--- src/rtl/io_port_bank.sv ---
// Input-port bank: per-channel 2-flop sync, debounce, zero-extend, sticky change flags.
// Optional interrupt output enabled by defining IO_PORT_IRQ_EN.
module io_port_ch #(
  parameter int IN_W       = 4,
  parameter int DATA_W     = 8,
  parameter int DEB_CYCLES = 4
) (
  input  logic              clk,
  input  logic              reset,
  input  logic [IN_W-1:0]   raw,
  output logic [DATA_W-1:0] value,
  output logic              accept
);
  localparam int CNT_W = (DEB_CYCLES > 1) ? $clog2(DEB_CYCLES) : 1;
  localparam logic [CNT_W-1:0] CNT_MAX = CNT_W'(DEB_CYCLES - 1);

  logic [IN_W-1:0]  s1, s2, stable;
  logic [CNT_W-1:0] cnt;

  // cnt counts cycles s2 has differed from stable; a third value does not restart it
  assign accept = (s2 != stable) && (cnt == CNT_MAX);
  assign value  = DATA_W'(stable);

  always_ff @(posedge clk) begin
    if (reset) begin
      s1     <= '0;
      s2     <= '0;
      stable <= '0;
      cnt    <= '0;
    end else begin
      s1 <= raw;
      s2 <= s1;
      if (s2 == stable) begin
        cnt <= '0;
      end else if (accept) begin
        stable <= s2;
        cnt    <= '0;
      end else begin
        cnt <= cnt + 1'b1;
      end
    end
  end
endmodule

module io_port_bank #(
  parameter int N_CH       = 3,
  parameter int IN_W       = 4,
  parameter int DATA_W     = 8,
  parameter int DEB_CYCLES = 4,
  parameter int SEL_W      = 2
) (
  input  logic                     clk,
  input  logic                     reset,
  input  logic [N_CH*IN_W-1:0]     in_raw,
  input  logic [SEL_W-1:0]         rd_sel,
  input  logic                     rd_ack,
`ifdef IO_PORT_IRQ_EN
  input  logic [N_CH-1:0]          irq_mask,
  output logic                     irq,
`endif
  output logic [N_CH*DATA_W-1:0]   port_data,
  output logic [N_CH-1:0]          changed
);
  logic [N_CH-1:0] set, changed_next;

  for (genvar k = 0; k < N_CH; k++) begin : g_ch
    io_port_ch #(
      .IN_W       (IN_W),
      .DATA_W     (DATA_W),
      .DEB_CYCLES (DEB_CYCLES)
    ) u_ch (
      .clk    (clk),
      .reset  (reset),
      .raw    (in_raw[k*IN_W +: IN_W]),
      .value  (port_data[k*DATA_W +: DATA_W]),
      .accept (set[k])
    );
  end

  // out-of-range rd_sel never matches a channel index; set beats a same-edge ack
  always_comb begin
    changed_next = changed;
    for (int k = 0; k < N_CH; k++) begin
      changed_next[k] = set[k] | (changed[k] & ~(rd_ack && (rd_sel == SEL_W'(k))));
    end
  end

  always_ff @(posedge clk) begin
    if (reset) changed <= '0;
    else       changed <= changed_next;
  end

`ifdef IO_PORT_IRQ_EN
  always_ff @(posedge clk) begin
    if (reset) irq <= 1'b0;
    else       irq <= |(changed_next & irq_mask);
  end
`endif
endmodule

--- config.mk ---
export PLATFORM = sky130hd
export DESIGN_NAME = io_port_bank
export DESIGN_NICKNAME = d
export VERILOG_FILES = /design/src/rtl/io_port_bank.sv
export SDC_FILE = /design/constraint.sdc
export NUM_CORES = 1
export LEC_CHECK = 0
export ABC_AREA = 1
export BUFFER_PORTS_ARGS = -buffer_cell sky130_fd_sc_hd__buf_2
export CAP_MARGIN = 20
export CORE_MARGIN = 2
export CORE_UTILIZATION = 35
export DETAILED_ROUTE_END_ITERATION = 8
export GPL_TIMING_DRIVEN = 0
export SYNTH_ARGS = -nofsm -noshare
export SYNTH_HDL_FRONTEND = slang
export SYNTH_SLANG_ARGS = --single-unit
--- constraint.sdc ---
create_clock -name clk -period 1.12 [get_ports clk]
set_input_delay 0.168 -clock clk [delete_from_list [all_inputs] [get_ports clk]]
set_output_delay 0.168 -clock clk [all_outputs]
set_load 0.005 [all_outputs]
==> flow_summary.toml, run 1 <==
[pwr]
finalPower_uw = 3100
p_leak_uw = 0.00111
p_per_area_nw_per_um2 = 1410
ir_drop_v = 0.000714

[worst_setup_path]
critPathMaxFanout = 6
critPathSlowestCell = "dfxtp_1"
worstPathArrival_ns = 1.24
cpLargestDelayFamily = "flip-flops"
critical_path_buf_inv_count = 1
path_class = "flop to flop"
crit_chain = "ha_1 -> buf_2 -> mux2i_1 -> nor2_1"
critPathLaunchType = "flop"
r2r_slack_ns = 0.07
crit_required_ns = 1.31
end_kind = "flop"
cp_slowest_stage_delay_ns = 0.35

[clock_tree]
insertion_delay_ns = 0.29
clk_pin_slew_ns = 0.08
root_buffer = "clkbuf_8"
cts_tree = "built"
cts_sinks = 45
numCtsBuffers = 5
cts_max_level = 2
clock_path_buffers = 2
holdBufCountCts = 0

[synthesis]
synthCells = 239
synth.most_common_cell = "inv_1"
ys.flop_type = "dfxtp_1"
yosysTopAreaCellShare = 0.499
syn_avg_cell_area_um2 = 7.56
synth_area_leader_cell = "dfxtp_1"
yosys-top-cells-count = "inv_1, nor2_1, nand2_1, dfxtp_1"
synth-seq-area-share = 0.499
synthDistinctLibCells = 14
ys_seq_elements = 45
synth-async-reset-ratio = 0
yosys_warnings = 0
synth_edf_count = 0
ys_top_cells_by_area = "dfxtp_1, inv_1, nor2_1"
synth_area_um2 = 1810

[floorplan]
floorplan.rows = 26
start_util = 0.358
dieArea_um2 = 5750
die_x_um = 75.8
dieHeight_um = 75.8
coreArea_um2 = 5040
boundaryPins = 44

[place]
gp_congestion = 0.678
hpwl_um = 2100
pre_cts_ws_ns = 0.0593
placed_area_um2 = 2090
portBuffers = 30

[detailed_routing]
vias = 1355
antenna_left = 0
route.detailed.drc = 0
via_per_inst = 3.78
finalWirelength_um = 2820
dr.pass1.iters = 4
route.detailed.wl_per_inst_um = 7.88
drtIter0Drc = 48

[status]
status = "complete, no violations"

[grt]
grt_max_degree = 16
grt.total_usage = 0.109
grt_overflow = 0
grt_pass1_wl_um = 4550
grt_antenna_before_repair = 0
grt_pass1_vias = 1098

[sta]
period_share = 0.942
hold_viol_final = 0
finalClockSkew_ns = 0.00314
finalSetupViolations = 0
grt_setup_unrepaired = "false"
clock.fmax_ghz = 0.948
setup_slack_ns = 0.0655
setup_tns_ns = 0
slew_viol_final = 0
post-route-min-period_ns = 1.05

[cells_and_area]
drive_gt1_frac = 0.205
nNetsFinal = 307
n_fill_cell = 520
design_area_um2 = 2200
synthToLayoutAreaGrowth_pct = 22.0
antennaDiodeCount = 0

[hold_path]
hold_class = "input port to flop"

[job]
maxCapViolCount = 0
==> final cells by class <==
class | instances | area [µm²] | share of cell area
tap | 70 | 87.6 | 0.0398
multi-input combinational | 133 | 609 | 0.277
clock buffer | 5 | 68.8 | 0.0312
buffer | 20 | 145 | 0.0659
clock inverter | 3 | 46.3 | 0.0210
sequential | 45 | 901 | 0.409
inverter | 52 | 195 | 0.0886
timing repair buffer | 30 | 150 | 0.0681
==> final timing paths <==
path | start | end | cells after the start
max | g_ch[2].u_ch.cnt[0]$_SDFF_PP0_ | g_ch[2].u_ch.stable[3]$_SDFFE_PP0P_ | 4
min | in_raw[1] | g_ch[0].u_ch.s1[1]$_SDFF_PP0_ | 3
max reg2reg | g_ch[2].u_ch.cnt[0]$_SDFF_PP0_ | g_ch[2].u_ch.stable[3]$_SDFFE_PP0P_ | 4
min reg2reg | g_ch[0].u_ch.s1[3]$_SDFF_PP0_ | g_ch[0].u_ch.s2[3]$_SDFF_PP0_ | 2
==> flip-flops by register name, summed over array words and instances, names as in the netlist <==
| register | flops |
|---|---|
| g_ch.u_ch.s1 | 12 |
| g_ch.u_ch.s2 | 12 |
| g_ch.u_ch.stable | 12 |
| changed | 3 |
| g_ch.u_ch.cnt | 6 |
==> where the power goes <==
| group | internal (µW) | switching, µW |
|---|---|---|
| Combinational | 103 | 111 |
| Clock | 667 | 541 |
| Sequential | 1650 | 23.9 |
==> layout by cell type, fill, tap and decap left out <==
cell	synthesis	final
nor2_1	51	51
conb_1	1	12
mux2i_1	12	12
ha_1	3	3
inv_1	52	52
buf_2	6	35
clkinv_4	0	1
nor2_2	1	1
clkinvlp_4	0	1
dfxtp_1	45	45
buf_4	12	13
bufinv_16	0	1
nand2_1	49	49
buf_6	2	2
a21oi_1	3	3
nand3_1	1	1
clkbuf_8	0	5
o21ai_0	1	1
==> metrics by stage <==
step | cells | hold slack, ns | utilization
after global routing | 358 | 0.0610 | 0.437
after global placement | 350 | 0.366 | 0.414
after CTS | 358 | 0.0558 | 0.436
final | 358 | 0.0657 | 0.437
after detailed placement | 350 | 0.375 | 0.414
after floorplan | 250 | 0.275 | -
==> logic make-up (layout without fill, tap and decap cells) <==
kind of cell             Yosys count  count (layout)  share of synthesized area
AND/OR/NAND/NOR                  102             102                      0.214
buffers and inverters             72             110                      0.187
flip-flops                        45              45                      0.499
multiplexers                      12              12                     0.0665
AO/OA/AOI/OAI                      4               4                     0.0111
adder cells (fa/ha/maj)            3               3                     0.0208
other                              1              12                    0.00208
==> worst register-to-register path: stages (launching register included) <==
cell     delay [ns]
dfxtp_1        0.35
ha_1           0.14
buf_2          0.19
mux2i_1        0.22
nor2_1         0.05
==> layer usage <==
metal | share of wire | vias up | track usage
met5 | 0 | - | 0
met2 | 0.46 | 29 | 0.177
met1 | 0.47 | 570 | 0.126
met4 | 0.022 | 0 | 0.0643
met3 | 0.053 | 6 | 0.0317
li1 | - | 750 | -
==> what timing repair did <==
item                       CTS  global route
resized for setup            0             2
setup endpoints to repair    0             3
buffers inserted             0             0
(Power assumes the default switching activity.)
==> run 2: changes to the inputs <==
CELL_PAD_IN_SITES_DETAIL_PLACEMENT = 1   (was unset)
CELL_PAD_IN_SITES_GLOBAL_PLACEMENT = 1   (was unset)
PLACE_DENSITY_LB_ADDON = 0.1   (was unset)
==> run 2 against run 1 <==
Via count grew 3.8%. Count of clock-buffer cells in the layout is the same. Total power shrank 7.6%. Highest routed layer unchanged. Sequential power is essentially flat. Final cell count is the same. Critical path depth is the same. Die area is the same. Design area shrank 0.91%. Clock skew is essentially flat. Register-to-register slack gained 0.03 ns.
==> flow_summary.toml, run 2 (synthesized netlist as in run 1, its figures left out) <==
[grt]
grt_pass1_vias = 1301
grt.total_usage = 0.128
grt_overflow = 0
grt_pass1_wl_um = 5420
grt_antenna_before_repair = 0
grt_max_degree = 15

[worst_setup_path]
critPathLaunchType = "flop"
timing.rr.end = "g_ch[1].u_ch.stable[3]$_SDFFE_PP0P_"
critPathMaxFanout = 6
r2r_slack_ns = 0.09
rr_worst_depth = 4
end_kind = "flop"
worstPathArrival_ns = 1.21
crit_required_ns = 1.30
path_class = "flop to flop"
r2r_start = "g_ch[1].u_ch.cnt[0]$_SDFF_PP0_"

[cells_and_area]
design_area_um2 = 2180
final_common_cell = "inv_1"
nNetsFinal = 307
reg_top3 = "g_ch.u_ch.s1 x12, g_ch.u_ch.s2 x12, g_ch.u_ch.stable x12"
drive_gt1_frac = 0.208
antennaDiodeCount = 0
fin_util = 0.433
final_cell_mix = "inv_1, nor2_1, nand2_1, dfxtp_1, buf_2"
synthToLayoutAreaGrowth_pct = 20.8

[sta]
clock.fmax_ghz = 0.972
hold_viol_final = 0
period_share = 0.918
finalClockSkew_ns = 0.00292
finalSetupViolations = 0
setup_slack_ns = 0.0913
slew_viol_final = 0
post-route-min-period_ns = 1.03
holdWs_ns = 0.0706
setup_tns_ns = 0
grt_setup_unrepaired = "false"

[detailed_routing]
drtIter0Drc = 18
route.detailed.wl_per_inst_um = 8.96
vias = 1407
antenna_left = 0
finalWirelength_um = 3210
route.detailed.drc = 0
via_per_inst = 3.93
dr.pass1.iters = 3

[floorplan]
coreArea_um2 = 5040
dieArea_um2 = 5750
start_util = 0.358
die_x_um = 75.8
floorplan.rows = 26
dieHeight_um = 75.8
boundaryPins = 44

[hold_path]
whs_endpoint = "g_ch[0].u_ch.s1[0]$_SDFF_PP0_"
hp-start = "in_raw[0]"
hold_path_depth = 3
hold_class = "input port to flop"

[clock_tree]
post_cts_buffers = 0
root_buffer = "clkbuf_8"
clk_pin_slew_ns = 0.08
cts_resized = 0
numCtsBuffers = 5
cts_sinks = 45
holdBufCountCts = 0
clock_path_buffers = 2
insertion_delay_ns = 0.29
cts_max_level = 2
cts_tree = "built"

[pwr]
p_leak_uw = 0.00110
ir_drop_v = 0.000658
p_per_area_nw_per_um2 = 1310

[status]
status = "complete, no violations"

[place]
gp_congestion = 0.714
placed_area_um2 = 2090
pre_cts_ws_ns = 0.0585
hpwl_um = 2450
portBuffers = 30

[job]
maxCapViolCount = 0
run 2: cell count changes in the layout (fill, tap and decap cells not counted), sizes merged:
cell,before,now
clkinv,1,2
bufinv,1,0
run 2: how the worst max path moves through the flow:
stage / startpoint / endpoint / slack [ns] / cells after the start
CTS: g_ch[0].u_ch.cnt[0]$_SDFF_PP0_ / g_ch[0].u_ch.stable[2]$_SDFFE_PP0P_ / 0.04 / 4
global placement: g_ch[0].u_ch.cnt[0]$_SDFF_PP0_ / g_ch[0].u_ch.stable[2]$_SDFFE_PP0P_ / 0.08 / 4
finish: g_ch[1].u_ch.cnt[0]$_SDFF_PP0_ / g_ch[1].u_ch.stable[3]$_SDFFE_PP0P_ / 0.09 / 4
floorplan: g_ch[0].u_ch.cnt[0]$_SDFF_PP0_ / g_ch[0].u_ch.stable[0]$_SDFFE_PP0P_ / 0.17 / 4
global route: g_ch[1].u_ch.cnt[0]$_SDFF_PP0_ / g_ch[1].u_ch.stable[1]$_SDFFE_PP0P_ / 0.001 / 4
detailed placement: g_ch[0].u_ch.cnt[0]$_SDFF_PP0_ / g_ch[0].u_ch.stable[2]$_SDFFE_PP0P_ / 0.06 / 4
run 2: critical path, cell delays in order, from the launching register on:
cell and delay [ns]:
dfxtp_1 0.34, ha_1 0.14, buf_2 0.20, mux2i_1 0.20, nor2_1 0.05
run 2: per-layer routing:
layer  vias to the layer above  GRT usage  share of wire
met2                        28      0.216           0.48
met1                       628      0.146           0.45
li1                        749          -              -
met5                         -          0              0
met4                         0     0.0468         0.0084
met3                         2     0.0516          0.056
run 2: final cells by class:
| class | count | area (µm²) |
|---|---|---|
| multi-input cells | 133 | 612 |
| repair buffers | 30 | 150 |
| well taps | 70 | 87.6 |
| inverters | 52 | 195 |
| flip-flops and latches | 45 | 901 |
| plain buffers | 20 | 151 |
| fillers | 666 | 2860 |
| clock inverters | 3 | 17.5 |
| clock buffers | 5 | 68.8 |
run 2: power by group:
group | internal [µW] | switching, µW | total (µW)
registers | 1650 | 24.9 | 1680
clock network | 431 | 535 | 965
logic | 104 | 115 | 220
run 2: through the flow:
stage / cells / total power (µW)
detailed placement: 350 / 1940
global placement: 350 / 1930
global route: 358 / 3030
CTS: 358 / 2910
floorplan: 250 / 1870
finish: 358 / 2860
==> run 3: changes to the inputs <==
CORE_MARGIN = 4   (was 2)
==> run 3 against run 2 <==
Total power is 11% higher. Count of clock-buffer cells in the layout is 1 higher. Maximum frequency is 0.35% higher. Core utilization is 2.5 points higher. Largest cell class unchanged. Largest power group unchanged.
==> flow_summary.toml, run 3 (synthesized netlist as in run 1, its figures left out) <==
[clock_tree]
clock_path_buffers = 2
root_buffer = "clkbuf_8"
clk_pin_slew_ns = 0.08
insertion_delay_ns = 0.30
cts_tree = "built"
numCtsBuffers = 5
cts_sinks = 45
cts_max_level = 2

[floorplan]
coreArea_um2 = 4850
dieArea_um2 = 6380
dieHeight_um = 79.8
boundaryPins = 44
floorplan.rows = 25
start_util = 0.373
die_x_um = 79.8

[pwr]
ir_drop_v = 0.000775
p_per_area_nw_per_um2 = 1430
p_leak_uw = 0.00112

[hold_path]
whs_endpoint = "g_ch[0].u_ch.s1[1]$_SDFF_PP0_"
hold_class = "input port to flop"
hold_path_depth = 3
hp-start = "in_raw[1]"

[worst_setup_path]
critical_path_buf_inv_count = 1
r2r_start = "g_ch[0].u_ch.cnt[0]$_SDFF_PP0_"
timing.rr.end = "g_ch[0].u_ch.stable[2]$_SDFFE_PP0P_"
r2r_slack_ns = 0.09
critPathMaxFanout = 6
path_class = "flop to flop"
worstPathArrival_ns = 1.21
critPathSlowestCell = "dfxtp_1"
rr_worst_depth = 4
critPathLaunchType = "flop"
cp_slowest_stage_delay_ns = 0.34
crit_chain = "ha_1 -> clkbuf_4 -> mux2i_1 -> nor2_1"
crit_required_ns = 1.30
cpLargestDelayFamily = "flip-flops"
end_kind = "flop"

[sta]
hold_viol_final = 0
setup_tns_ns = 0
finalClockSkew_ns = 0.00669
finalSetupViolations = 0
post-route-min-period_ns = 1.03
slew_viol_final = 0
clock.fmax_ghz = 0.976
grt_setup_unrepaired = "false"
period_share = 0.915

[place]
hpwl_um = 2620
placed_area_um2 = 2080
portBuffers = 30
gp_congestion = 0.695

[cells_and_area]
drive_gt1_frac = 0.226
seq_area_um2 = 907
final_cell_mix = "inv_1, nor2_1, nand2_1, dfxtp_1, buf_2"
design_area_um2 = 2220
synthToLayoutAreaGrowth_pct = 22.8
fin_util = 0.458
final_common_cell = "inv_1"
multiInputGateArea_um2 = 612
reg_top3 = "g_ch.u_ch.s1 x12, g_ch.u_ch.s2 x12, g_ch.u_ch.stable x12"
antennaDiodeCount = 0
n_fill_cell = 628
nNetsFinal = 307

[job]
maxCapViolCount = 0

[grt]
grt.total_usage = 0.118
grt_pass1_vias = 1313
grt_overflow = 0
grt_antenna_before_repair = 0
grt_pass1_wl_um = 5690
grt_max_degree = 15

[detailed_routing]
route.detailed.drc = 0
route.detailed.wl_per_inst_um = 9.57
dr.pass1.iters = 2
antenna_left = 0
finalWirelength_um = 3400
via_per_inst = 3.93
vias = 1396
drtIter0Drc = 44

[status]
status = "complete, no violations"
-- run 3: through the flow --
stage / worst slack [ns] / power (µW) / cells / hold slack (ns)
after floorplan: 0.168 / 1870 / 250 / 0.275
after global routing: 0.00383 / 3340 / 355 / 0.0525
after detailed placement: 0.0565 / 1940 / 347 / 0.377
after CTS: 0.0364 / 3230 / 355 / 0.0514
final: 0.0949 / 3170 / 355 / 0.0656
after global placement: 0.0645 / 1930 / 347 / 0.366
-- run 3: metal layers --
metal,global-route usage,part of all wire,up-vias
met2,0.192,0.46,30
met5,0,0,-
met1,0.131,0.45,608
met3,0.0542,0.067,6
met4,0.0557,0.021,0
li1,-,-,752
-- run 3: timing repair --
action,in CTS,in global routing
endpoints found under the setup margin,0,14
hold buffers,0,0
setup buffers,0,0
resized for setup,0,11
hold endpoints to repair,0,0
-- run 3: final cells by class --
type / count / area share
clock buffer: 6 / 0.0372
timing repair buffer: 30 / 0.0677
inverter: 52 / 0.0880
clock inverter: 2 / 0.0169
multi-input combinational: 133 / 0.276
buffer: 20 / 0.0677
tap: 67 / 0.0378
sequential: 45 / 0.409
-- run 3: tightest hold or removal path: cells and delay by family --
| family | cells | cell delay (ns) |
|---|---|---|
| buffers and inverters | 2 | 0.10 |
| AND/OR/NAND/NOR | 1 | 0.06 |
-- run 3: worst max-delay path by stage --
| stage | startpoint | slack [ns] | end | cells after the start |
|---|---|---|---|---|
| 2_1_floorplan | g_ch[0].u_ch.cnt[0]$_SDFF_PP0_ | 0.17 | g_ch[0].u_ch.stable[0]$_SDFFE_PP0P_ | 4 |
| 5_1_grt | g_ch[0].u_ch.cnt[0]$_SDFF_PP0_ | 0.004 | g_ch[0].u_ch.stable[0]$_SDFFE_PP0P_ | 4 |
| 3_5_place_dp | g_ch[0].u_ch.cnt[0]$_SDFF_PP0_ | 0.06 | g_ch[0].u_ch.stable[2]$_SDFFE_PP0P_ | 4 |
| 4_1_cts | g_ch[1].u_ch.cnt[0]$_SDFF_PP0_ | 0.04 | g_ch[1].u_ch.stable[2]$_SDFFE_PP0P_ | 4 |
| 3_3_place_gp | g_ch[0].u_ch.cnt[0]$_SDFF_PP0_ | 0.06 | g_ch[0].u_ch.stable[0]$_SDFFE_PP0P_ | 4 |
| 6_report | g_ch[0].u_ch.cnt[0]$_SDFF_PP0_ | 0.09 | g_ch[0].u_ch.stable[2]$_SDFFE_PP0P_ | 4 |
-- run 3: report_power, final --
part	switching (µW)	internal [µW]
Sequential	25.8	1650
Clock	541	725
Combinational	115	104
Total	682	2480
